$ cat config.mk
export PLATFORM = sky130hd
export DESIGN_NAME = sw_mode_decoder_flat
export DESIGN_NICKNAME = d
export VERILOG_FILES = /design/src/rtl/sw_mode_decoder_if.sv /design/src/rtl/sw_mode_decoder.sv /design/src/flat_wrapper.sv
export SDC_FILE = /design/constraint.sdc
export NUM_CORES = 1
export LEC_CHECK = 0
export BUFFER_PORTS_ARGS = -buffer_cell sky130_fd_sc_hd__buf_2
export CORE_UTILIZATION = 55
export DETAILED_ROUTE_END_ITERATION = 8
export PLACE_DENSITY = 0.75
export SKIP_CTS_REPAIR_TIMING = 1
export SLEW_MARGIN = 15
export SYNTH_ARGS = -nofsm -noshare
export SYNTH_HDL_FRONTEND = slang
export SYNTH_SLANG_ARGS = --single-unit
$ cat constraint.sdc
create_clock -name clk -period 2.67 [get_ports clk]
set_input_delay 0.6675 -clock clk [delete_from_list [all_inputs] [get_ports clk]]
set_output_delay 0.6675 -clock clk [all_outputs]
set_load 0.02 [all_outputs]
$ cat src/rtl/sw_mode_decoder_if.sv
// Switch-decoder bus: raw switches in, debounced word and decoded mode out.
// "slave" is the decoder side; "master" is the board/consumer side.
interface sw_mode_decoder_if;
    logic [3:0] sw;
    logic [3:0] sw_clean;
    logic [1:0] mode;
    logic       mode_valid;
    logic       fault;
    logic       mode_chg;

    modport master (output sw, input sw_clean, mode, mode_valid, fault, mode_chg);
    modport slave  (input sw, output sw_clean, mode, mode_valid, fault, mode_chg);
endinterface

$ cat src/rtl/sw_mode_decoder.sv
// Synchronises, debounces and decodes the 4 one-hot slide switches into a 2-bit mode.
// Define SW_PRIORITY_EN to resolve multi-switch words to the lowest set bit.
module sw_mode_decoder #(
    parameter int DEBOUNCE_CYCLES = 1000000,
    parameter int CNT_W           = 20
) (
    input  logic              clk,
    input  logic              rst_n,
    sw_mode_decoder_if.slave  bus
);

    typedef enum logic [1:0] {NONE, ONE, MULTI} state_t;

    localparam logic [CNT_W-1:0] CNT_MAX = CNT_W'(DEBOUNCE_CYCLES - 1);

    logic [3:0]       sync_p0;
    logic [3:0]       sync_p1;
    logic [CNT_W-1:0] cnt;
    state_t           state;
    state_t           nxt_state;
    logic [1:0]       nxt_mode;
    logic             nxt_valid;

    function automatic state_t classify(input logic [3:0] w);
        case ($countones(w))
            0:       return NONE;
            1:       return ONE;
            default: return MULTI;
        endcase
    endfunction

    function automatic logic [1:0] low_index(input logic [3:0] w);
        if (w[0])      return 2'd0;
        else if (w[1]) return 2'd1;
        else if (w[2]) return 2'd2;
        else           return 2'd3;
    endfunction

    function automatic logic valid_of(input state_t s);
`ifdef SW_PRIORITY_EN
        return s != NONE;
`else
        return s == ONE;
`endif
    endfunction

    // Stage p0/p1: two-flop synchroniser on the raw switches
    always_ff @(posedge clk or negedge rst_n) begin
        if (!rst_n) begin
            sync_p0 <= '0;
            sync_p1 <= '0;
        end else begin
            sync_p0 <= bus.sw;
            sync_p1 <= sync_p0;
        end
    end

    // Debounce: the whole word must differ from sw_clean for DEBOUNCE_CYCLES edges
    always_ff @(posedge clk or negedge rst_n) begin
        if (!rst_n) begin
            cnt          <= '0;
            bus.sw_clean <= '0;
        end else if (sync_p1 == bus.sw_clean) begin
            cnt <= '0;
        end else if (cnt == CNT_MAX) begin
            bus.sw_clean <= sync_p1;
            cnt          <= '0;
        end else begin
            cnt <= cnt + 1'b1;
        end
    end

    always_comb begin
        nxt_state = classify(bus.sw_clean);
        nxt_valid = valid_of(nxt_state);
        nxt_mode  = nxt_valid ? low_index(bus.sw_clean) : 2'd0;
    end

    // Decode FSM: registered outputs follow sw_clean by one cycle
    always_ff @(posedge clk or negedge rst_n) begin
        if (!rst_n) begin
            state          <= NONE;
            bus.mode       <= 2'd0;
            bus.mode_valid <= 1'b0;
            bus.fault      <= 1'b0;
            bus.mode_chg   <= 1'b0;
        end else begin
            state          <= nxt_state;
            bus.mode       <= nxt_mode;
            bus.mode_valid <= nxt_valid;
            bus.fault      <= (nxt_state == MULTI);
            bus.mode_chg   <= {nxt_valid, nxt_mode} != {valid_of(state), bus.mode};
        end
    end

endmodule

$ cat src/flat_wrapper.sv
// flat-port wrapper written by rule: the top's interface ports become plain ports
module sw_mode_decoder_flat 
#(
    parameter int DEBOUNCE_CYCLES = 1000000,
    parameter int CNT_W           = 20
)
  (clk, rst_n, bus_sw, bus_sw_clean, bus_mode, bus_mode_valid, bus_fault, bus_mode_chg);
  sw_mode_decoder_if bus_i ();
  input  logic clk;
  input  logic rst_n;
  input wire logic [$bits(bus_i.sw)-1:0] bus_sw;
  output wire logic [$bits(bus_i.sw_clean)-1:0] bus_sw_clean;
  output wire logic [$bits(bus_i.mode)-1:0] bus_mode;
  output wire logic [$bits(bus_i.mode_valid)-1:0] bus_mode_valid;
  output wire logic [$bits(bus_i.fault)-1:0] bus_fault;
  output wire logic [$bits(bus_i.mode_chg)-1:0] bus_mode_chg;
  assign bus_i.sw = bus_sw;
  assign bus_sw_clean = bus_i.sw_clean;
  assign bus_mode = bus_i.mode;
  assign bus_mode_valid = bus_i.mode_valid;
  assign bus_fault = bus_i.fault;
  assign bus_mode_chg = bus_i.mode_chg;
  sw_mode_decoder #(.DEBOUNCE_CYCLES(DEBOUNCE_CYCLES), .CNT_W(CNT_W)) u_core (.clk(clk), .rst_n(rst_n), .bus(bus_i));
endmodule
==> reports/results.txt, run 1 <==
Leading area contributor after synthesis - dfrtp_1
Worst path max stage delay - 0.44 ns
Area contributors post-synth - dfrtp_1 (55%), xor2_1 (6.7%), ha_1 (3.7%)
Row count - 19
Post-synth top flop - dfrtp_1
Failing checks - DRC
Reg2Reg Depth - 8
Switching Share - 25.6%
Layout cell share with drive strength beyond 1 - 21.0%
Num CTS Buffers - 5
Clock Power Share - 34.4%
Final Hold Fails - 0
Final Slew Violations - 0
Critical Path Start - u_core.bus.sw_clean[1]
Routed length per instance - 14.4 um
Detailed router's first-iteration violation count - 37
Chip height - 57.5 um
Final setup TNS - 0 ns
R2R Setup Slk - 0.17 ns
Placed Cells - 190
Congestion Overflow GR - 0
Hold_ws - 0.361 ns
Residual DRC - 1
CP Cell Sequence - inv_1 > ha_1 > ha_1 > fa_1 > or2_2 > a2111oi_2 > xnor2_1 > nand2_1
CP Class - flop to flop
Die area - 0.00331 mm^2
Worst path slowest cell - fa_1
Routability cong. - 0.858
Worst Skew - 0.00789 ns
Flop pwr share - 55.4%
N_diodes - 0
Reg-to-reg endpoint - u_core.bus.mode_chg
Clk pin slew, worst setup/hold paths - 0.11 ns
Nets - 178
Initial DRT Pass Iterations - 6
Core region area - 0.00283 mm^2
Most common cell in the synthesized netlist - dfrtp_1
Comb power frac - 10.2%
Number of I/O pins - 15
Max clock buf depth - 2
Max-cap violations - 0
Async SR Flop Fraction - 100%
#FFs+latches synth - 37
Cells after Synth - 147
Vias in the first global route - 1153
Most frequent CP cell - ha_1
Post-synth EDFFs - 0
Placed cell area - 0.00180 mm^2
Post-route cell area - 0.00188 mm^2
Int Pwr - 0.877 mW
Post-synth top area share - 54.6%
Synthesis Warnings - 0
Setup crit end - u_core.bus.mode_chg
Min-Delay Path Class - flop to flop
WP buf/inv - 1
Skew-Pair Late Insertion Delay - 0.34 ns
CP required - 2.90 ns
Worst-path maximum fanout - 5
Final Non-Filler Cells - 198
Largest net degree at the start of global routing - 38
Post-DP HPWL - 2.02 mm
Cell depth of the worst setup path - 8
Setup crit end kind - flop
Switching Power - 0.301 mW
Die width - 57.5 um
GRT Overall Usage - 20.2%
Register area share after synthesis - 54.6%
Final ANT Viol Nets - 0
CTS tree - done
Vias per cell - 5.79
Commonest cells in the synthesized netlist - dfrtp_1 (37), nor2_1 (15), xor2_1 (13)
Period utilisation layout - 93.7%
Tmin final - 2.50 ns
Max frequency - 400 MHz
# H-tree levels - 2
Clock Sinks - 37
First-pass GRT wire length - 4.89 mm
Critical path arrival - 2.73 ns
IO buf count - 14
P_leak - 0.917 nW
FF-to-FF Start - u_core.bus.sw_clean[1]
Initial antenna violation count - 0
Startpoint Class - flop
Routed vias - 1147
Net count after synthesis - 159
Status - finished with violations
Netlist cell types - 34
Setup violators final - 0
Root Buffer - clkbuf_4
Max_slew headroom - 48.4%
Maximum vdd drop - 0.447 mV
Avg Cell Area, Syn - 11.5 um^2
P&R area growth vs syn - 11.1%
Slew @ Worst Pin - 0.774 ns
Power Density - 625 mW/mm^2
WL final - 2.86 mm
Mapped Area - 0.00170 mm^2
RSZ-0062 raised after global routing - no
Initial cell density of the core - 60.0%
Top delay family on crit path - adder cells
==> power groups by stage <==
stage | Clock, mW | Sequential, mW | Combinational (mW)
final | 0.405 | 0.653 | 0.120
after CTS | 0.418 | 0.653 | 0.123
after global routing | 0.436 | 0.663 | 0.141
after global placement | 0 | 0.660 | 0.115
after detailed placement | 0 | 0.665 | 0.121
after floorplan | 0 | 0.654 | 0.0901
==> state kept, by name, indices dropped and copies added, names as in the netlist <==
signal                 count
u_core.bus.mode_valid      1
u_core.bus.mode            2
u_core.bus.sw_clean        4
u_core.bus.mode_chg        1
u_core.bus.fault           1
u_core.sync_p1             4
u_core.sync_p0             4
u_core.cnt                20
==> stage by stage <==
step                setup WS (ns)  total power, mW  util, %
finish                      0.169             1.18     66.6
global route               0.0302             1.24     66.6
CTS                         0.153             1.19     66.6
detailed placement          0.179            0.786     63.5
global placement            0.273            0.775     63.5
floorplan                   0.195            0.745        -
==> worst min-delay path by stage <==
stage                            startpoint                end  slack [ns]  cells past startpoint
after floorplan           u_core.sync_p0[0]  u_core.sync_p1[0]        0.33                      0
after global placement    u_core.sync_p0[1]  u_core.sync_p1[1]        0.33                      0
after detailed placement  u_core.sync_p0[0]  u_core.sync_p1[0]        0.34                      0
after CTS                 u_core.sync_p0[0]  u_core.sync_p1[0]        0.36                      0
after global routing      u_core.sync_p0[0]  u_core.sync_p1[0]        0.37                      0
final                     u_core.sync_p0[1]  u_core.sync_p1[1]        0.36                      0
==> cell usage in the layout (no fill, tap or decap), types with 2 or more instances in the layout <==
master | Yosys | layout
nor4_1 | 4 | 4
nand3_1 | 7 | 7
inv_1 | 5 | 5
mux2_2 | 4 | 4
and4_1 | 2 | 2
o31ai_1 | 2 | 2
buf_2 | 2 | 14
dfrtp_1 | 37 | 37
nand4_1 | 10 | 10
or3_1 | 3 | 3
and3_1 | 3 | 3
ha_1 | 5 | 5
nand2_1 | 4 | 4
and2_1 | 2 | 2
o21ai_0 | 3 | 3
xor2_1 | 13 | 13
a21oi_1 | 5 | 5
nor2_1 | 15 | 15
clkbuf_4 | 0 | 5
xnor2_1 | 6 | 6
==> cells by family after synthesis <==
group                    Yosys count  synth area share (%)
buffers and inverters              8                  2.14
multiplexers                       4                  2.65
adder cells (fa/ha/maj)            6                  4.87
AND/OR/NAND/NOR                   60                  20.6
flip-flops                        37                  54.6
XOR/XNOR                          19                  9.81
AO/OA/AOI/OAI                     13                  5.31
==> layout make-up <==
| cell class | instances | area, um^2 |
|---|---|---|
| Fill cell | 232 | 945 |
| Timing Repair Buffer | 15 | 77.6 |
| Sequential cell | 37 | 926 |
| Clock buffer | 6 | 51.3 |
| Tap cell | 31 | 38.8 |
| Multi-Input combinational cell | 102 | 734 |
| Clock inverter | 2 | 37.5 |
| Inverter | 5 | 18.8 |
==> routing by layer <==
metal	part of all wire, %	wire, um	GRT usage (%)	vias up
li1	-	-	-	560
met1	46	1300	25.9	544
met2	47	1330	30.6	33
met3	5.4	153	5.44	10
met4	2.3	67	12.5	0
met5	0	0	0	-
Note: power is estimated with default switching activity, not from simulation.
==> run 2: changes to the inputs <==
- PLACE_DENSITY: 0.75 -> 0.84
==> reports/results.txt, run 2 (same netlist as run 1, synthesis figures left out) <==
Status - finished with violations
Failing checks - DRC
Final ANT Viol Nets - 0 (unchanged)
Num CTS Buffers - 5 (unchanged)
Reg2Reg Depth - 7 (-1)
Setup crit end - u_core.bus.mode_chg
N_diodes - 0 (unchanged)
Clock Sinks - 37 (unchanged)
IO buf count - 14 (unchanged)
Flop pwr share - 55.8% (+0.4 points)
P_leak - 0.918 nW (+0.11%)
Residual DRC - 1 (unchanged)
Worst path slowest cell - dfrtp_1
WL met3 - 150 um (-2.0%)
Post-DP HPWL - 2.09 mm (+3.4%)
Setup crit end kind - flop
Top delay family on crit path - adder cells
GRT Overall Usage - 20.8% (+0.56 points)
Number of I/O pins - 15 (unchanged)
Met1 WL - 1.30 mm (-0.15%)
Clock Power Share - 34.1% (-0.3 points)
Max-cap violations - 0 (unchanged)
Switching Power - 0.300 mW (-0.34%)
Routability cong. - 0.850 (-0.90%)
Max frequency - 411 MHz (+2.7%)
Power Density - 626 mW/mm^2 (+0.17%)
Max layer used - met4
Max clock buf depth - 2 (unchanged)
Slew @ Worst Pin - 0.783 ns (+0.00978 ns)
Most frequent CP cell - ha_1
Congestion Overflow GR - 0 (unchanged)
CP required - 2.91 ns (about the same)
WL met2 - 1.47 mm (+11%)
Startpoint Class - flop
Routed length per instance - 15.2 um (+5.2%)
Switching Share - 25.5% (-0.081 points)
Final Slew Violations - 0 (unchanged)
Most frequent cells in the layout - dfrtp_1 (37), nor2_1 (15), buf_2 (14), xor2_1 (13), nand4_1 (10)
P&R area growth vs syn - 10.8%
Nets - 178 (unchanged)
CP Cell Sequence - ha_1 > ha_1 > fa_1 > or2_2 > a2111oi_2 > xnor2_1 > nand2_1
Initial cell density of the core - 60.0% (unchanged)
Critical Path Start - u_core.bus.sw_clean[2]
Post-route cell area - 0.00188 mm^2 (-0.20%)
Comb power frac - 10.1% (about the same)
# fillers - 206 (-11%)
Clk pin slew, worst setup/hold paths - 0.10 ns (about the same)
Largest net degree at the start of global routing - 38 (unchanged)
Worst-path maximum fanout - 5 (unchanged)
Final Hold Fails - 0 (unchanged)
Vias in the first global route - 1096 (-4.9%)
Cell depth of the worst setup path - 7 (-1)
Commonest non-fill, non-tap cell in the layout - dfrtp_1
R2R Setup Slk - 0.23 ns (+0.07 ns)
Min-Delay Path Class - flop to flop
Critical path arrival - 2.68 ns (-0.05 ns)
Max reg flops - 20 (unchanged)
Tmin final - 2.44 ns (-0.0654 ns)
RSZ-0062 raised after global routing - no
Worst Skew - 0.00845 ns (+0.000555 ns)
CP Class - flop to flop
Layout cell share with drive strength beyond 1 - 20.4% (-0.60 points)
Int Pwr - 0.877 mW (about the same)
Placed cell area - 0.00180 mm^2 (unchanged)
WP buf/inv - 0 (-1)
First-pass GRT wire length - 5.02 mm (+2.7%)
CTS tree - done
Final setup TNS - 0 ns (unchanged)
Initial antenna violation count - 0 (unchanged)
Die area - 0.00331 mm^2 (unchanged)
Initial DRT Pass Iterations - 6 (unchanged)
Maximum vdd drop - 0.396 mV (-12%)
WL final - 3.01 mm (+5.2%)
Chip height - 57.5 um (unchanged)
Max_slew headroom - 47.8% (-0.65 points)
Skew-Pair Late Insertion Delay - 0.35 ns (about the same)
Routed vias - 1180 (+2.9%)
Biggest register - u_core.cnt
Vias per cell - 5.96 (+2.9%)
Reg-to-reg endpoint - u_core.bus.mode_chg
Die width - 57.5 um (unchanged)
Core region area - 0.00283 mm^2 (unchanged)
Root Buffer - clkbuf_4
Row count - 19 (unchanged)
Worst path max stage delay - 0.45 ns (about the same)
FF-to-FF Start - u_core.bus.sw_clean[2]
Setup violators final - 0 (unchanged)
Period utilisation layout - 91.2% (-2.4 points)
Detailed router's first-iteration violation count - 32 (-14%)
Post-layout util - 66.5% (-0.13 points)
# H-tree levels - 2 (unchanged)
## run 2: changes by cell type in the layout (fill, tap and decap cells not counted)
cell / change
clkbuf_1: +1
clkinvlp_4: -1
## run 2: stage by stage
stage	hold slack, ns	total power, mW	worst slack [ns]	cells
after floorplan	0.331	0.745	0.195	147
after global placement	0.333	0.773	0.281	190
after detailed placement	0.337	0.787	0.215	190
after CTS	0.361	1.19	0.197	198
after global routing	0.365	1.22	0.0428	198
final	0.358	1.18	0.235	198
## run 2: power by group through the flow
stage / clock (mW) / combinational (mW) / sequential (mW)
6_report: 0.401 / 0.120 / 0.657
5_1_grt: 0.425 / 0.135 / 0.661
2_1_floorplan: 0 / 0.0901 / 0.654
3_3_place_gp: 0 / 0.113 / 0.659
4_1_cts: 0.410 / 0.123 / 0.655
3_5_place_dp: 0 / 0.121 / 0.666
## run 2: worst min path at each step
stage	cells after the start	start	end
CTS	0	u_core.sync_p0[2]	u_core.sync_p1[2]
global placement	0	u_core.sync_p0[1]	u_core.sync_p1[1]
global route	0	u_core.sync_p0[2]	u_core.sync_p1[2]
detailed placement	0	u_core.sync_p0[2]	u_core.sync_p1[2]
floorplan	0	u_core.sync_p0[0]	u_core.sync_p1[0]
finish	0	u_core.sync_p0[2]	u_core.sync_p1[2]
## run 2: worst register-to-register path: stages, from the launching register on
cell and delay [ns]:
dfrtp_1 0.45, ha_1 0.32, ha_1 0.21, fa_1 0.44, or2_2 0.31, a2111oi_2 0.37
xnor2_1 0.16, nand2_1 0.06
## run 2: area by class of cell
cell class,count,area [um^2],area share (%)
clock inverters,1,30.0,1.60
repair buffers,15,77.6,4.13
well taps,31,38.8,2.06
inverters,5,18.8,0.998
clock buffers,7,55.1,2.93
multi-input cells,102,734,39.1
flip-flops and latches,37,926,49.2
## run 2: layer usage
layer | vias to the layer above | track usage [%]
li1 | 563 | -
met1 | 572 | 25.1
met5 | - | 0
met3 | 10 | 7.26
met2 | 35 | 33.2
met4 | 0 | 10.1
==> run 3: changes to the inputs <==
- ABC_CLOCK_PERIOD_IN_PS: not set -> 2670
- BUFFER_PORTS_ARGS: -buffer_cell sky130_fd_sc_hd__buf_2 -> -buffer_cell sky130_fd_sc_hd__buf_4
==> reports/results.txt, run 3 (same netlist as run 1, synthesis figures left out) <==
Worst Skew - 0.0116 ns (+0.00318 ns)
IO buf count - 14 (unchanged)
# H-tree levels - 2 (unchanged)
Setup crit end kind - flop
Final Non-Filler Cells - 198 (unchanged)
Status - finished with violations
Post-route cell area - 0.00191 mm^2 (+1.8%)
Placed Cells - 190 (unchanged)
Routability cong. - 0.845 (-0.64%)
First-pass GRT wire length - 5.06 mm (+0.68%)
Max reg flops - 20 (unchanged)
WP buf/inv - 1 (+1)
Root Buffer - clkbuf_4
Layout cell share with drive strength beyond 1 - 21.0% (+0.60 points)
Core region area - 0.00283 mm^2 (unchanged)
Initial cell density of the core - 60.0% (unchanged)
Die width - 57.5 um (unchanged)
Final Hold Fails - 0 (unchanged)
Startpoint Class - flop
Skew-Pair Late Insertion Delay - 0.35 ns (about the same)
N_diodes - 0 (unchanged)
Worst path max stage delay - 0.45 ns (about the same)
Failing checks - DRC
Max clock buf depth - 2 (unchanged)
Num CTS Buffers - 5 (unchanged)
P&R area growth vs syn - 12.8%
Min-Delay Path Class - input pin to asynchronous set/reset pin
Slew @ Worst Pin - 0.715 ns (-0.0689 ns)
Critical path arrival - 2.69 ns (about the same)
Final ANT Viol Nets - 0 (unchanged)
Chip height - 57.5 um (unchanged)
Initial DRT Pass Iterations - 6 (unchanged)
Max frequency - 408 MHz (-0.67%)
Die area - 0.00331 mm^2 (unchanged)
Total Power - 1.16 mW (-1.1%)
Power Density - 608 mW/mm^2 (-2.8%)
Biggest register - u_core.cnt
Routed vias - 1155 (-2.1%)
Largest net degree at the start of global routing - 38 (unchanged)
Commonest non-fill, non-tap cell in the layout - dfrtp_1
Detailed router's first-iteration violation count - 23 (-28%)
CTS tree - done
Clock Sinks - 37 (unchanged)
Period utilisation layout - 91.8% (+0.61 points)
Routed length per instance - 14.1 um (-7.0%)
Congestion Overflow GR - 0 (unchanged)
Post-DP HPWL - 2.05 mm (-2.1%)
Number of I/O pins - 15 (unchanged)
Row count - 19 (unchanged)
Most frequent cells in the layout - dfrtp_1 (37), nor2_1 (15), buf_4 (15), xor2_1 (13), nand4_1 (10)
Clk pin slew, worst setup/hold paths - 0.12 ns (+0.02 ns)
Final setup TNS - 0 ns (unchanged)
Top delay family on crit path - adder cells
CP required - 2.91 ns (about the same)
Vias in the first global route - 1154 (+5.3%)
Worst-path maximum fanout - 5 (unchanged)
GRT Overall Usage - 20.6% (-0.12 points)
Final Slew Violations - 0 (unchanged)
CP Class - flop to flop
CP Cell Sequence - inv_1 > ha_1 > ha_1 > fa_1 > or2_2 > a2111oi_2 > xnor2_1 > nand2_1
Max-cap violations - 0 (unchanged)
Vias per cell - 5.83 (-2.1%)
Maximum vdd drop - 0.488 mV (+23%)
Placed cell area - 0.00183 mm^2 (+2.0%)
# fillers - 207 (+0.49%)
WL final - 2.80 mm (-7.0%)
Flip-flop and latch area - 926 um^2 (unchanged)
Max_slew headroom - 52.3% (+4.6 points)
P_leak - 0.917 nW (-0.11%)
Post-place setup slack - 0.213 ns (-0.00172 ns)
Initial antenna violation count - 0 (unchanged)
RSZ-0062 raised after global routing - no
Tmin final - 2.45 ns (+0.0164 ns)
Worst path slowest cell - fa_1
Most frequent CP cell - ha_1
Nets - 178 (unchanged)
Multi-input logic area - 734 um^2 (unchanged)
Final setup margin - 0.218 ns (-0.0164 ns)
Residual DRC - 1 (unchanged)
Setup violators final - 0 (unchanged)
[run 3: path summary, 6_finish.rpt]
check	startpoint	endpoint	slack, ns	cells after the start
max	u_core.bus.sw_clean[1]	u_core.bus.mode_chg	0.22	8
min	rst_n	u_core.sync_p1[3]	0.26	1
max reg2reg	u_core.bus.sw_clean[1]	u_core.bus.mode_chg	0.22	8
min reg2reg	u_core.sync_p0[2]	u_core.sync_p1[2]	0.36	0
max in group asynchronous	rst_n	u_core.cnt[11]	2.09	1
min in group clk	u_core.sync_p0[2]	u_core.sync_p1[2]	0.36	0
[run 3: where the power goes]
| part | internal (mW) | leakage [nW] | switching [mW] |
|---|---|---|---|
| sequential | 0.606 | 0.489 | 0.0492 |
| clock | 0.198 | 0.0414 | 0.189 |
| combinational | 0.0499 | 0.386 | 0.0724 |
| total | 0.854 | 0.917 | 0.310 |
[run 3: final cells by class]
type / instances / area share, %
clock buffers: 5 / 1.96
inverters: 5 / 0.980
clock inverters: 3 / 2.42
flip-flops and latches: 37 / 48.4
multi-input cells: 102 / 38.4
well taps: 31 / 2.03
repair buffers: 15 / 5.88
[run 3: per-layer routing]
metal	share of wire (%)	track usage [%]
met4	1.5	8.36
met1	45	25.3
met5	0	0
met2	50	33.7
met3	3.8	6.80
[run 3: through the flow]
stage / hold slack [ns] / util [%]
floorplan: 0.331 / -
global placement: 0.333 / 64.7
detailed placement: 0.335 / 64.7
CTS: 0.259 / 67.7
global route: 0.273 / 67.7
finish: 0.259 / 67.7
[run 3: worst register-to-register path, delay by kind of cell (launching register included)]
family / cells / cell delay, ns
fa+ha+maj: 3 / 0.92
flops: 1 / 0.43
simple gates: 2 / 0.37
compound gates: 1 / 0.36
xor+xnor: 1 / 0.16
buf+inv: 1 / 0.10
